<file path="src/rtl/hd63701_intc_if.sv">
// Request/acknowledge signal bundle between the HD63701 interrupt front-end
// and its surroundings (pins, timer, SCI, sequencer).
interface hd63701_intc_if;
   logic       NMI_N;
   logic       IRQ1_N;
   logic       TIM_ICF;
   logic       TIM_OCF;
   logic       TIM_TOF;
   logic       TIM_EICI;
   logic       TIM_EOCI;
   logic       TIM_ETOI;
   logic       SCI_IRQ;
   logic       VFETCH;
   logic [7:0] VADDR;
   logic       OVR_CLR;
   logic       NMI;
   logic       IRQ;
   logic       IRQ2_TIM;
   logic       IRQ2_SCI;
   logic       WAKE;
   logic       NMI_OVR;

   modport slave (
      input  NMI_N, IRQ1_N,
      input  TIM_ICF, TIM_OCF, TIM_TOF, TIM_EICI, TIM_EOCI, TIM_ETOI,
      input  SCI_IRQ, VFETCH, VADDR, OVR_CLR,
      output NMI, IRQ, IRQ2_TIM, IRQ2_SCI, WAKE, NMI_OVR
   );

   modport master (
      output NMI_N, IRQ1_N,
      output TIM_ICF, TIM_OCF, TIM_TOF, TIM_EICI, TIM_EOCI, TIM_ETOI,
      output SCI_IRQ, VFETCH, VADDR, OVR_CLR,
      input  NMI, IRQ, IRQ2_TIM, IRQ2_SCI, WAKE, NMI_OVR
   );
endinterface

</file>
<file path="src/rtl/hd63701_intc.sv">
// HD63701 interrupt request front-end: pin synchronizers, NMI edge latch with
// overrun flag, level IRQ / timer / SCI requests, NMI retired on its vector fetch.
module hd63701_intc (
   input  logic          CLK,
   input  logic          RST,
   hd63701_intc_if.slave bus
);
   localparam int unsigned          VADDR_W = 8;
   localparam logic [VADDR_W-1:0]   VEC_NMI = VADDR_W'(8'hFC);

   logic       r_nmi_s1;
   logic       r_nmi_s2;
   logic       r_nmi_s3;
   logic       r_irq_s1;
   logic       r_irq_s2;
   logic [1:0] r_live;
   logic       r_nmi_arm;
   logic       r_nmi;
   logic       r_nmi_ovr;
   logic       r_irq;
   logic       r_irq2_tim;
   logic       r_irq2_sci;

   logic       w_nmi_ack;
   logic       w_nmi_edge;
   logic       w_arm_next;
   logic       w_nmi_next;
   logic       w_ovr_next;
   logic       w_tim_req;

   // Synchronizers, request latches and registered request outputs
   always_ff @(posedge CLK) begin
      if (RST) begin
         r_nmi_s1   <= 1'b1;
         r_nmi_s2   <= 1'b1;
         r_nmi_s3   <= 1'b1;
         r_irq_s1   <= 1'b1;
         r_irq_s2   <= 1'b1;
         r_live     <= 2'b00;
         r_nmi_arm  <= 1'b0;
         r_nmi      <= 1'b0;
         r_nmi_ovr  <= 1'b0;
         r_irq      <= 1'b0;
         r_irq2_tim <= 1'b0;
         r_irq2_sci <= 1'b0;
      end else begin
         r_nmi_s1   <= bus.NMI_N;
         r_nmi_s2   <= r_nmi_s1;
         r_nmi_s3   <= r_nmi_s2;
         r_irq_s1   <= bus.IRQ1_N;
         r_irq_s2   <= r_irq_s1;
         r_live     <= {r_live[0], 1'b1};
         r_nmi_arm  <= w_arm_next;
         r_nmi      <= w_nmi_next;
         r_nmi_ovr  <= w_ovr_next;
         r_irq      <= ~r_irq_s2;
         r_irq2_tim <= w_tim_req;
         r_irq2_sci <= bus.SCI_IRQ;
      end
   end

   // The reset-loaded 1s in the NMI chain are not real pin history, so edge
   // detection stays disarmed until a genuine high has reached s2.
   always_comb begin
      w_nmi_ack  = 1'b0;
      w_arm_next = r_nmi_arm;
      w_nmi_edge = 1'b0;
      w_nmi_next = r_nmi;
      w_ovr_next = r_nmi_ovr;
      w_tim_req  = 1'b0;

      w_nmi_ack  = bus.VFETCH & (bus.VADDR == VEC_NMI);
      w_arm_next = r_nmi_arm | (r_live[1] & r_nmi_s2);
      w_nmi_edge = r_nmi_arm & r_nmi_s3 & ~r_nmi_s2;
      w_nmi_next = w_nmi_edge | (r_nmi & ~w_nmi_ack);
      w_ovr_next = (w_nmi_edge & r_nmi & ~w_nmi_ack) | (r_nmi_ovr & ~bus.OVR_CLR);
      w_tim_req  = (bus.TIM_ICF & bus.TIM_EICI)
                 | (bus.TIM_OCF & bus.TIM_EOCI)
                 | (bus.TIM_TOF & bus.TIM_ETOI);
   end

   assign bus.NMI      = r_nmi;
   assign bus.NMI_OVR  = r_nmi_ovr;
   assign bus.IRQ      = r_irq;
   assign bus.IRQ2_TIM = r_irq2_tim;
   assign bus.IRQ2_SCI = r_irq2_sci;
   assign bus.WAKE     = r_nmi | r_irq | r_irq2_tim | r_irq2_sci;

endmodule

</file>
<file path="src/flat_wrapper.sv">
// flat-port wrapper written by rule: the top's interface ports become plain ports
module hd63701_intc_flat 
  (CLK, RST, bus_NMI_N, bus_IRQ1_N, bus_TIM_ICF, bus_TIM_OCF, bus_TIM_TOF, bus_TIM_EICI, bus_TIM_EOCI, bus_TIM_ETOI, bus_SCI_IRQ, bus_VFETCH, bus_VADDR, bus_OVR_CLR, bus_NMI, bus_IRQ, bus_IRQ2_TIM, bus_IRQ2_SCI, bus_WAKE, bus_NMI_OVR);
  hd63701_intc_if bus_i ();
  input  logic CLK;
  input  logic RST;
  input wire logic [$bits(bus_i.NMI_N)-1:0] bus_NMI_N;
  input wire logic [$bits(bus_i.IRQ1_N)-1:0] bus_IRQ1_N;
  input wire logic [$bits(bus_i.TIM_ICF)-1:0] bus_TIM_ICF;
  input wire logic [$bits(bus_i.TIM_OCF)-1:0] bus_TIM_OCF;
  input wire logic [$bits(bus_i.TIM_TOF)-1:0] bus_TIM_TOF;
  input wire logic [$bits(bus_i.TIM_EICI)-1:0] bus_TIM_EICI;
  input wire logic [$bits(bus_i.TIM_EOCI)-1:0] bus_TIM_EOCI;
  input wire logic [$bits(bus_i.TIM_ETOI)-1:0] bus_TIM_ETOI;
  input wire logic [$bits(bus_i.SCI_IRQ)-1:0] bus_SCI_IRQ;
  input wire logic [$bits(bus_i.VFETCH)-1:0] bus_VFETCH;
  input wire logic [$bits(bus_i.VADDR)-1:0] bus_VADDR;
  input wire logic [$bits(bus_i.OVR_CLR)-1:0] bus_OVR_CLR;
  output wire logic [$bits(bus_i.NMI)-1:0] bus_NMI;
  output wire logic [$bits(bus_i.IRQ)-1:0] bus_IRQ;
  output wire logic [$bits(bus_i.IRQ2_TIM)-1:0] bus_IRQ2_TIM;
  output wire logic [$bits(bus_i.IRQ2_SCI)-1:0] bus_IRQ2_SCI;
  output wire logic [$bits(bus_i.WAKE)-1:0] bus_WAKE;
  output wire logic [$bits(bus_i.NMI_OVR)-1:0] bus_NMI_OVR;
  assign bus_i.NMI_N = bus_NMI_N;
  assign bus_i.IRQ1_N = bus_IRQ1_N;
  assign bus_i.TIM_ICF = bus_TIM_ICF;
  assign bus_i.TIM_OCF = bus_TIM_OCF;
  assign bus_i.TIM_TOF = bus_TIM_TOF;
  assign bus_i.TIM_EICI = bus_TIM_EICI;
  assign bus_i.TIM_EOCI = bus_TIM_EOCI;
  assign bus_i.TIM_ETOI = bus_TIM_ETOI;
  assign bus_i.SCI_IRQ = bus_SCI_IRQ;
  assign bus_i.VFETCH = bus_VFETCH;
  assign bus_i.VADDR = bus_VADDR;
  assign bus_i.OVR_CLR = bus_OVR_CLR;
  assign bus_NMI = bus_i.NMI;
  assign bus_IRQ = bus_i.IRQ;
  assign bus_IRQ2_TIM = bus_i.IRQ2_TIM;
  assign bus_IRQ2_SCI = bus_i.IRQ2_SCI;
  assign bus_WAKE = bus_i.WAKE;
  assign bus_NMI_OVR = bus_i.NMI_OVR;
  hd63701_intc u_core (.CLK(CLK), .RST(RST), .bus(bus_i));
endmodule
</file>
<file path="config.mk">
export PLATFORM = sky130hd
export DESIGN_NAME = hd63701_intc_flat
export DESIGN_NICKNAME = d
export VERILOG_FILES = /design/src/rtl/hd63701_intc_if.sv /design/src/rtl/hd63701_intc.sv /design/src/flat_wrapper.sv
export SDC_FILE = /design/constraint.sdc
export NUM_CORES = 1
export LEC_CHECK = 0
export CAP_MARGIN = 20
export CORE_AREA = 2 2 39 41
export CTS_CLUSTER_DIAMETER = 120
export DETAILED_ROUTE_END_ITERATION = 8
export DIE_AREA = 0 0 41 43
export MAX_ROUTING_LAYER = met4
export PLACE_DENSITY = 0.73
export SYNTH_ARGS = -nofsm -noshare
export SYNTH_HDL_FRONTEND = slang
export SYNTH_SLANG_ARGS = --single-unit
</file>
<file path="constraint.sdc">
create_clock -name CLK -period 1.32 [get_ports CLK]
set_input_delay 0.264 -clock CLK [delete_from_list [all_inputs] [get_ports CLK]]
set_output_delay 0.264 -clock CLK [all_outputs]
set_load 0.03 [all_outputs]
</file>
After elaboration in Yosys (flattened, before gate mapping)
Index checks and enable logic that the tools add are counted.
Widths: inputs -> output; s select.

word-level totals
  flip-flop bits (word level) = 13
  logic and storage cells = 38
  input port bits = 21
  output and inout port bits = 6

cells by class
  eq/ne operators = 1
  bitwise logic cells = 23
  multiplexer cells = 1

operators by type and width
  kind                count
  $and 1x1->1         11
  $eq 8x8->1 const B  1
  $or 1x1->1          8
  $not 1->1           4
  $mux 1              1

Longest topological paths before layout
Gate-level depths: netlist of run 1.

  depth in word-level cells = 5
  depth in mapped cells = 4
  gate-level depth less buffers = 3

Least setup slack after synthesis of run 1
No wires, ideal clock.

  kind = flip-flop to output port
  start point = register u_core.r_nmi, in the netlist u_core.bus.NMI
  end point = output bus_WAKE
  required time = 1.056 ns
  cell stages (with the launch flop) = 2
  path buffers = 0
  slack = -0.065 ns
  arrival = 1.121 ns
  cell sequence = dfxtp_1 > or4_1

between the ends
  cells in the longest elaborated chain, start to end = 3

ends and longest elaborated chain
  item                      line                RTL
  start, declared           hd63701_intc.sv:18  logic r_nmi;
  start signal, assigned    hd63701_intc.sv:54  r_nmi <= w_nmi_next;
  $or 1x1->1 (3 in series)  hd63701_intc.sv:87  assign bus.WAKE = r_nmi | r_irq | r_irq2_tim | r_irq2_sci;
  end, declared             flat_wrapper.sv:23  output wire logic [$bits(bus_i.WAKE)-1:0] bus_WAKE;

Every way passes these cells.

Worst setup path in the final report of run 1
  start point = register u_core.r_irq2_tim, in the netlist u_core.bus.IRQ2_TIM
  end point = output bus_WAKE

between the ends
  cells in the longest elaborated chain, start to end = 2

ends and longest elaborated chain
  item                      line                RTL
  start, declared           hd63701_intc.sv:21  logic r_irq2_tim;
  start signal, assigned    hd63701_intc.sv:57  r_irq2_tim <= w_tim_req;
  $or 1x1->1 (2 in series)  hd63701_intc.sv:87

Every way passes these cells.

==> impl_results.md, run 1 <==
* Worst skew pair latency at between 0.2 and 0.3 ns
* Post-place setup slack at -0.3524 ns
* TritonRoute pass-1 iters at 4
* CP top delay family: simple AND/OR/NAND/NOR gates
* Filler cell count at ~140
* Critical path's slowest cell: or4_4
* Synth area leaders: dfxtp_1 64%, or2_2 7.7%, o41ai_2 4.0%
* Clock Tree Buf Depth at 2
* Reg clk slew, reported paths at around 0.07 ns
* Yosys reg bits at 13
* Failing checks: setup timing
* Final setup violation count at 1
* I/O pin count at 27
* CP startpoint: u_core.bus.IRQ2_TIM
* Leakage power at about 0.3 nW
* IO buf count at 26
* Hold WC Path Type: reg -> reg
* Hold buffer count at CTS at 0
* Htree depth at 1
* Largest net degree at the start of global routing at 13
* Slew HR at between 70 and 80%
* Mapped cell area at about 410 um2
* RSZ-0062 raised after global routing: true
* VDD IR-drop max at about 0.7 mV
* Maximum fanout along the worst path at 2
* CTS tree: yes
* Fin. max-slew vios at 0
* Top cell type's share of synthesized area at between 60 and 70%
* Flop-to-flop setup slack at between 0.5 and 0.6 ns
* Area grow syn2layout at 79.08%
* Slowest stage delay, CP at around 0.52 ns
* Final min period at 1.511 ns
* Most frequent cells in the layout: 20 x clkdlybuf4s50_1, 12 x dfxtp_1, 5 x or2_2, 5 x buf_4, 4 x nor2_1
* Vias in the first global route at between 300 and 400
* Worst R2R End: u_core.bus.NMI_OVR
* Hold Fails Final Rpt at 0
* Number of diodes at 0
* Yosys cell types at 15
* Peak Freq at 661.9 MHz
* Initial drt markers at 6
* WP data required at between 1 and 1.5 ns
* DIE AREA at 1763 um2
* Cell taking the most area after synthesis: dfxtp_1
* Min-delay src: u_core.r_irq_s2
* Total Nets Final at ~90
* Worst reg-to-reg path cell count at 2
* Routability cong. at 0.5940
* Commonest non-fill, non-tap cell in the layout: clkdlybuf4s50_1
* Clock root buffer: clkbuf_4
* Syn nets at between 50 and 60
* Yosys warning count at 0
* Post-route antenna net violation count at 0
* Crit-path cells: or4_4 -> buf_6
* Core area at around 1400 um2
* DRC Markers at 0
* Max_cap viols at 0
* Drt via density at between 4 and 5
* Mapped Avg Cell Area at roughly 11 um2
* Die width at a little over 40 um
* Crit path launch type: register
* Worst Tran Pin Value at roughly 0.34 ns
* DP HPWL at 719.5 um
* Setup crit end kind: output port
* Initial antenna violation count at 0
* CP arrival at 1.25 ns
* Power per cell area at ~1100 nW/um2
* Cells after Synth at 37
* Post-route clock period utilization at 114.5%
* Total global-route track usage at approximately 11%
* Worst path bufs/invs at 1
* Setup TNS at -0.1908 ns
* Routed len/inst at roughly 10 um
* CP Class: reg -> out
* Congestion Overflow GR at 0
* CTS Buf Count at 3
* Die span in y at around 43 um
* Global-route wire length before repair at approximately 1200 um
* Initial core utilization at between 20 and 30%
* Sequential fraction of the synthesis area at between 60 and 70%
* WHS Path Cells at 1
* Worst clock skew at just under 0.002 ns
* Row cnt at 14
* Hold Path End: u_core.bus.IRQ
* Clock sinks at 13
* Reg-to-reg startpoint: u_core.r_nmi_s2
* DR vias at approximately 360
* Final wirelength at approximately 900 um
* Outcome: finished, violations left
* Post-route setup slack at -0.1908 ns
* Share of layout cells above drive strength 1 at 24.64%
-- worst max path at each step --
stage | end | slack (ns) | depth (start not counted)
CTS | bus_WAKE | -0.21 | 2
floorplan | bus_WAKE | 0.02 | 1
global placement | bus_WAKE | -0.34 | 2
detailed placement | bus_WAKE | -0.35 | 2
global route | bus_WAKE | -0.22 | 2
finish | bus_WAKE | -0.19 | 2
-- logic make-up (layout without fill, tap and decap cells) --
kind of cell / count (synthesis) / after routing / synth area share, %
AND/OR/NAND/NOR: 17 / 17 / 23.08
AO/OA/AOI/OAI: 5 / 5 / 10.77
buffers and inverters: 2 / 34 / 2.152
flip-flops: 13 / 13 / 64.00
-- per-layer routing --
metal | up-vias | part of all wire (%) | routed length (um) | global-route usage [%]
met1 | 148 | 35 | 304 | 9.635
met2 | 22 | 50 | 440 | 19.38
met5 | - | 0 | 0 | -
met4 | 0 | 0 | 0 | 8.000
met3 | 0 | 15 | 130 | 3.665
li1 | 191 | - | - | -
-- where the power goes --
| part | switching [W] | leakage, nW | internal (W) |
|---|---|---|---|
| sequential | 0.00000606 | 0.108 | 0.000409 |
| clock | 0.000120 | 0.0150 | 0.000117 |
| combinational | 0.0000433 | 0.179 | 0.0000836 |
-- cell usage after synthesis --
library cell	number
a21oi_1	2
a222oi_1	1
buf_2	1
dfxtp_1	13
inv_1	1
nand2_1	2
nand2b_1	1
nand3b_1	1
nand4_1	1
nor2_1	4
nor2b_1	2
o31ai_1	1
o41ai_2	1
or2_2	5
or4_1	1
-- timing repair --
action                                  CTS  global route
setup buffers                             0             0
gates resized for setup                  10             1
endpoints found under the setup margin    4             1
pin swaps                                 0             1
-- sequential cells by signal (all words and copies together) (netlist names) --
name,flops
u_core.r_nmi_arm,1
u_core.r_nmi_s2,1
u_core.bus.IRQ,1
u_core.bus.IRQ2_TIM,1
u_core.bus.NMI_OVR,1
u_core.r_live,2
u_core.r_nmi_s1,1
u_core.r_irq_s1,1
u_core.bus.NMI,1
u_core.bus.IRQ2_SCI,1
u_core.r_nmi_s3,1
u_core.r_irq_s2,1
-- final cells by class --
cell class	count	area [um2]	area share [%]
Clock buffer	4	26.28	3.608
Tap cell	16	20.02	2.749
Multi-Input combinational cell	22	141.4	19.42
Timing Repair Buffer	29	275.3	37.80
Inverter	1	3.754	0.5155
Sequential cell	13	261.5	35.91
-- metrics by stage --
step	total power, W	std cells	hold slack [ns]	cell area (um2)	utilization, %
2_1_floorplan	0.0004679	37	0.3356	410.4	-
3_3_place_gp	0.0005494	81	0.3694	703.2	50.81
3_5_place_dp	0.0005533	81	0.3943	703.2	50.81
4_1_cts	0.0007900	85	0.4046	726.9	52.53
5_1_grt	0.0008185	85	0.4138	728.2	52.62
6_report	0.0007787	85	0.4033	728.2	52.62
Power figures use the tool's default switching activity.
==> run 2: changes to the inputs <==
--- a/config.mk
+++ b/config.mk
@@ -11,7 +11,7 @@
 export DETAILED_ROUTE_END_ITERATION = 8
 export DIE_AREA = 0 0 41 43
 export MAX_ROUTING_LAYER = met4
-export PLACE_DENSITY = 0.73
+export PLACE_DENSITY_LB_ADDON = 0.15
 export SYNTH_ARGS = -nofsm -noshare
 export SYNTH_HDL_FRONTEND = slang
 export SYNTH_SLANG_ARGS = --single-unit
==> run 2 against run 1 <==
  * The run still ends with setup timing left
  * Flip-flop and latch count unchanged
  * Critical endpoint unchanged
  * Clock power fell by 2%
  * Worst hold slack got worse by 0.027 ns
  * Highest routed layer is now met4
  * Critical path type unchanged
  * Largest cell class unchanged
  * Wire length decreased by 3.7%
  * Total power grew 0.37%
  * Register-to-register slack about the same
  * Non-clock buffer count up 3
==> impl_results.md, run 2 (synthesis results as in run 1) <==
* CTS tree: yes
* Outcome: finished, violations left
* Switching power at about 0.00017 W
* Maximum fanout along the worst path at 2
* Worst Tran Pin Value at around 0.31 ns
* RSZ-0062 raised after global routing: true
* Clock root buffer: clkbuf_4
* Slowest stage delay, CP at ~0.53 ns
* Peak Freq at between 600 and 700 MHz
* Power per cell area at 1041 nW/um2
* Internal power at 0.0006165 W
* Hold Fails Final Rpt at 0
* Drt via density at approximately 4.3
* Final min period at between 1.5 and 2 ns
* Global-route wire length before repair at 1331 um
* Failing checks: setup timing
* Routed len/inst at approximately 9.6 um
* CP startpoint: u_core.bus.IRQ2_TIM
* DIE AREA at approximately 1800 um2
* Routability cong. at 0.5634
* Worst skew pair latency at ~0.27 ns
* Post-route setup slack at -0.2112 ns
* Number of diodes at 0
* Worst clock skew at 0.001352 ns
* Top reg by flops: u_core.r_live
* Leakage power at around 0.31 nW
* Logic pwr share at 17.1%
* Die width at ~40 um
* Clock sinks at 13
* Critical path's slowest cell: or4_4
* Min-delay src: u_core.r_irq_s2
* Flop-to-flop setup slack at between 0.5 and 0.6 ns
* Final wirelength at 842 um
* Setup crit end kind: output port
* Slew HR at roughly four fifths
* Reg clk slew, reported paths at about 0.070 ns
* VDD IR-drop max at about 0.66 mV
* M1 GR Usage at around an eighth
* Final setup violation count at 1
* WHS Path Cells at 1
* Die span in y at 43 um
* Sw frac at 21.12%
* Area grow syn2layout at 84.62%
* Hold Path End: u_core.bus.IRQ
* Post-place setup slack at -0.3630 ns
* DRC Markers at 0
* IO buf count at 26
* Crit path launch type: register
* Largest net degree at the start of global routing at 10
* Initial core utilization at around 29%
* Clk network pwr share at around 30%
* Reg-to-reg startpoint: u_core.r_nmi_s2
* Clock Tree Buf Depth at 2
* Vias in the first global route at between 300 and 400
* Htree depth at 1
* Max_cap viols at 0
* Commonest non-fill, non-tap cell in the layout: clkdlybuf4s50_1
* Hold WC Path Type: reg -> reg
* CP Class: reg -> out
* Post-route antenna net violation count at 0
* Worst reg-to-reg path cell count at 2
* Congestion Overflow GR at 0
* Core area at roughly 1400 um2
* Flip-flop count of the largest register after layout at 2
* Met2 Track Usage GR at approximately 17%
* Worst R2R End: u_core.bus.NMI_OVR
* Setup bufs post-CTS at 0
* DR vias at roughly 380
* Row cnt at 14
* Post-route clock period utilization at 116.0%
* Initial antenna violation count at 0
* Crit-path cells: or4_4 -> buf_6
* WP data required at approximately 1.1 ns
* Total power at 0.0007816 W
* Total global-route track usage at between 10 and 15%
* CTS Buf Count at 3
* Fin. max-slew vios at 0
* CP arrival at 1.27 ns
* I/O pin count at 27
* Met3 Resource Use GR at between 3 and 4%
* TritonRoute pass-1 iters at 4
* Seq pwr share at 53.2%
* Total Nets Final at 94
* Share of layout cells above drive strength 1 at around a third
* DP HPWL at approximately 690 um
* GR peak layer: met2
* Most frequent cells in the layout: 20 x clkdlybuf4s50_1, 11 x dfxtp_1, 10 x buf_4, 5 x or2_2, 4 x nor2_1
* Initial drt markers at 5
run 2: final cells by class:
type                       count  area [um2]
fill                         128       633.1
timing repair buffer          32       296.5
sequential                    13       262.8
multi-input combinational     22       141.4
clock buffer                   4       26.28
tap                           16       20.02
inverter                       1       3.754
run 2: power by group through the flow:
stage	logic [W]	registers [W]	clock network [W]
final	0.000134	0.000416	0.000232
after global routing	0.000145	0.000418	0.000267
after CTS	0.000135	0.000415	0.000246
after detailed placement	0.000133	0.000425	0
after global placement	0.000132	0.000424	0
after floorplan	0.0000335	0.000434	0
run 2: what timing repair did:
action                                  in CTS  in global routing
pin swaps                                    0                  1
endpoints found under the setup margin       2                  2
hold buffers                                 0                  0
resized for setup                            8                  3
gates cloned                                 0                  0
run 2: worst max path at each step:
stage | slack [ns] | cells after the start | to
after floorplan | 0.02 | 1 | bus_WAKE
after global placement | -0.35 | 2 | bus_WAKE
after detailed placement | -0.36 | 2 | bus_WAKE
after CTS | -0.22 | 2 | bus_WAKE
after global routing | -0.25 | 2 | bus_WAKE
final | -0.21 | 2 | bus_WAKE
run 2: metal layers:
layer  part of all wire [%]  wire length, um
met2                     47              392
met4                    1.2               10
met1                     40              338
met3                     12              100
met5                      0                0
run 2: worst max-delay path: cells and delay by family (launching register included):
| kind | cells | cell delay (ns) |
|---|---|---|
| simple gates | 1 | 0.53 |
| flops | 1 | 0.32 |
| buf+inv | 1 | 0.15 |
run 2: through the flow:
| step | util (%) | cell area (um2) | instances | hold WS [ns] | setup TNS (ns) |
|---|---|---|---|---|---|
| floorplan | - | 410.4 | 37 | 0.3356 | 0 |
| global placement | 52.08 | 720.7 | 84 | 0.3692 | -0.5254 |
| detailed placement | 52.08 | 720.7 | 84 | 0.3674 | -0.5543 |
| CTS | 53.98 | 747.0 | 88 | 0.3766 | -0.2235 |
| global route | 54.25 | 750.7 | 88 | 0.3961 | -0.2490 |
| finish | 54.25 | 750.7 | 88 | 0.3762 | -0.2112 |
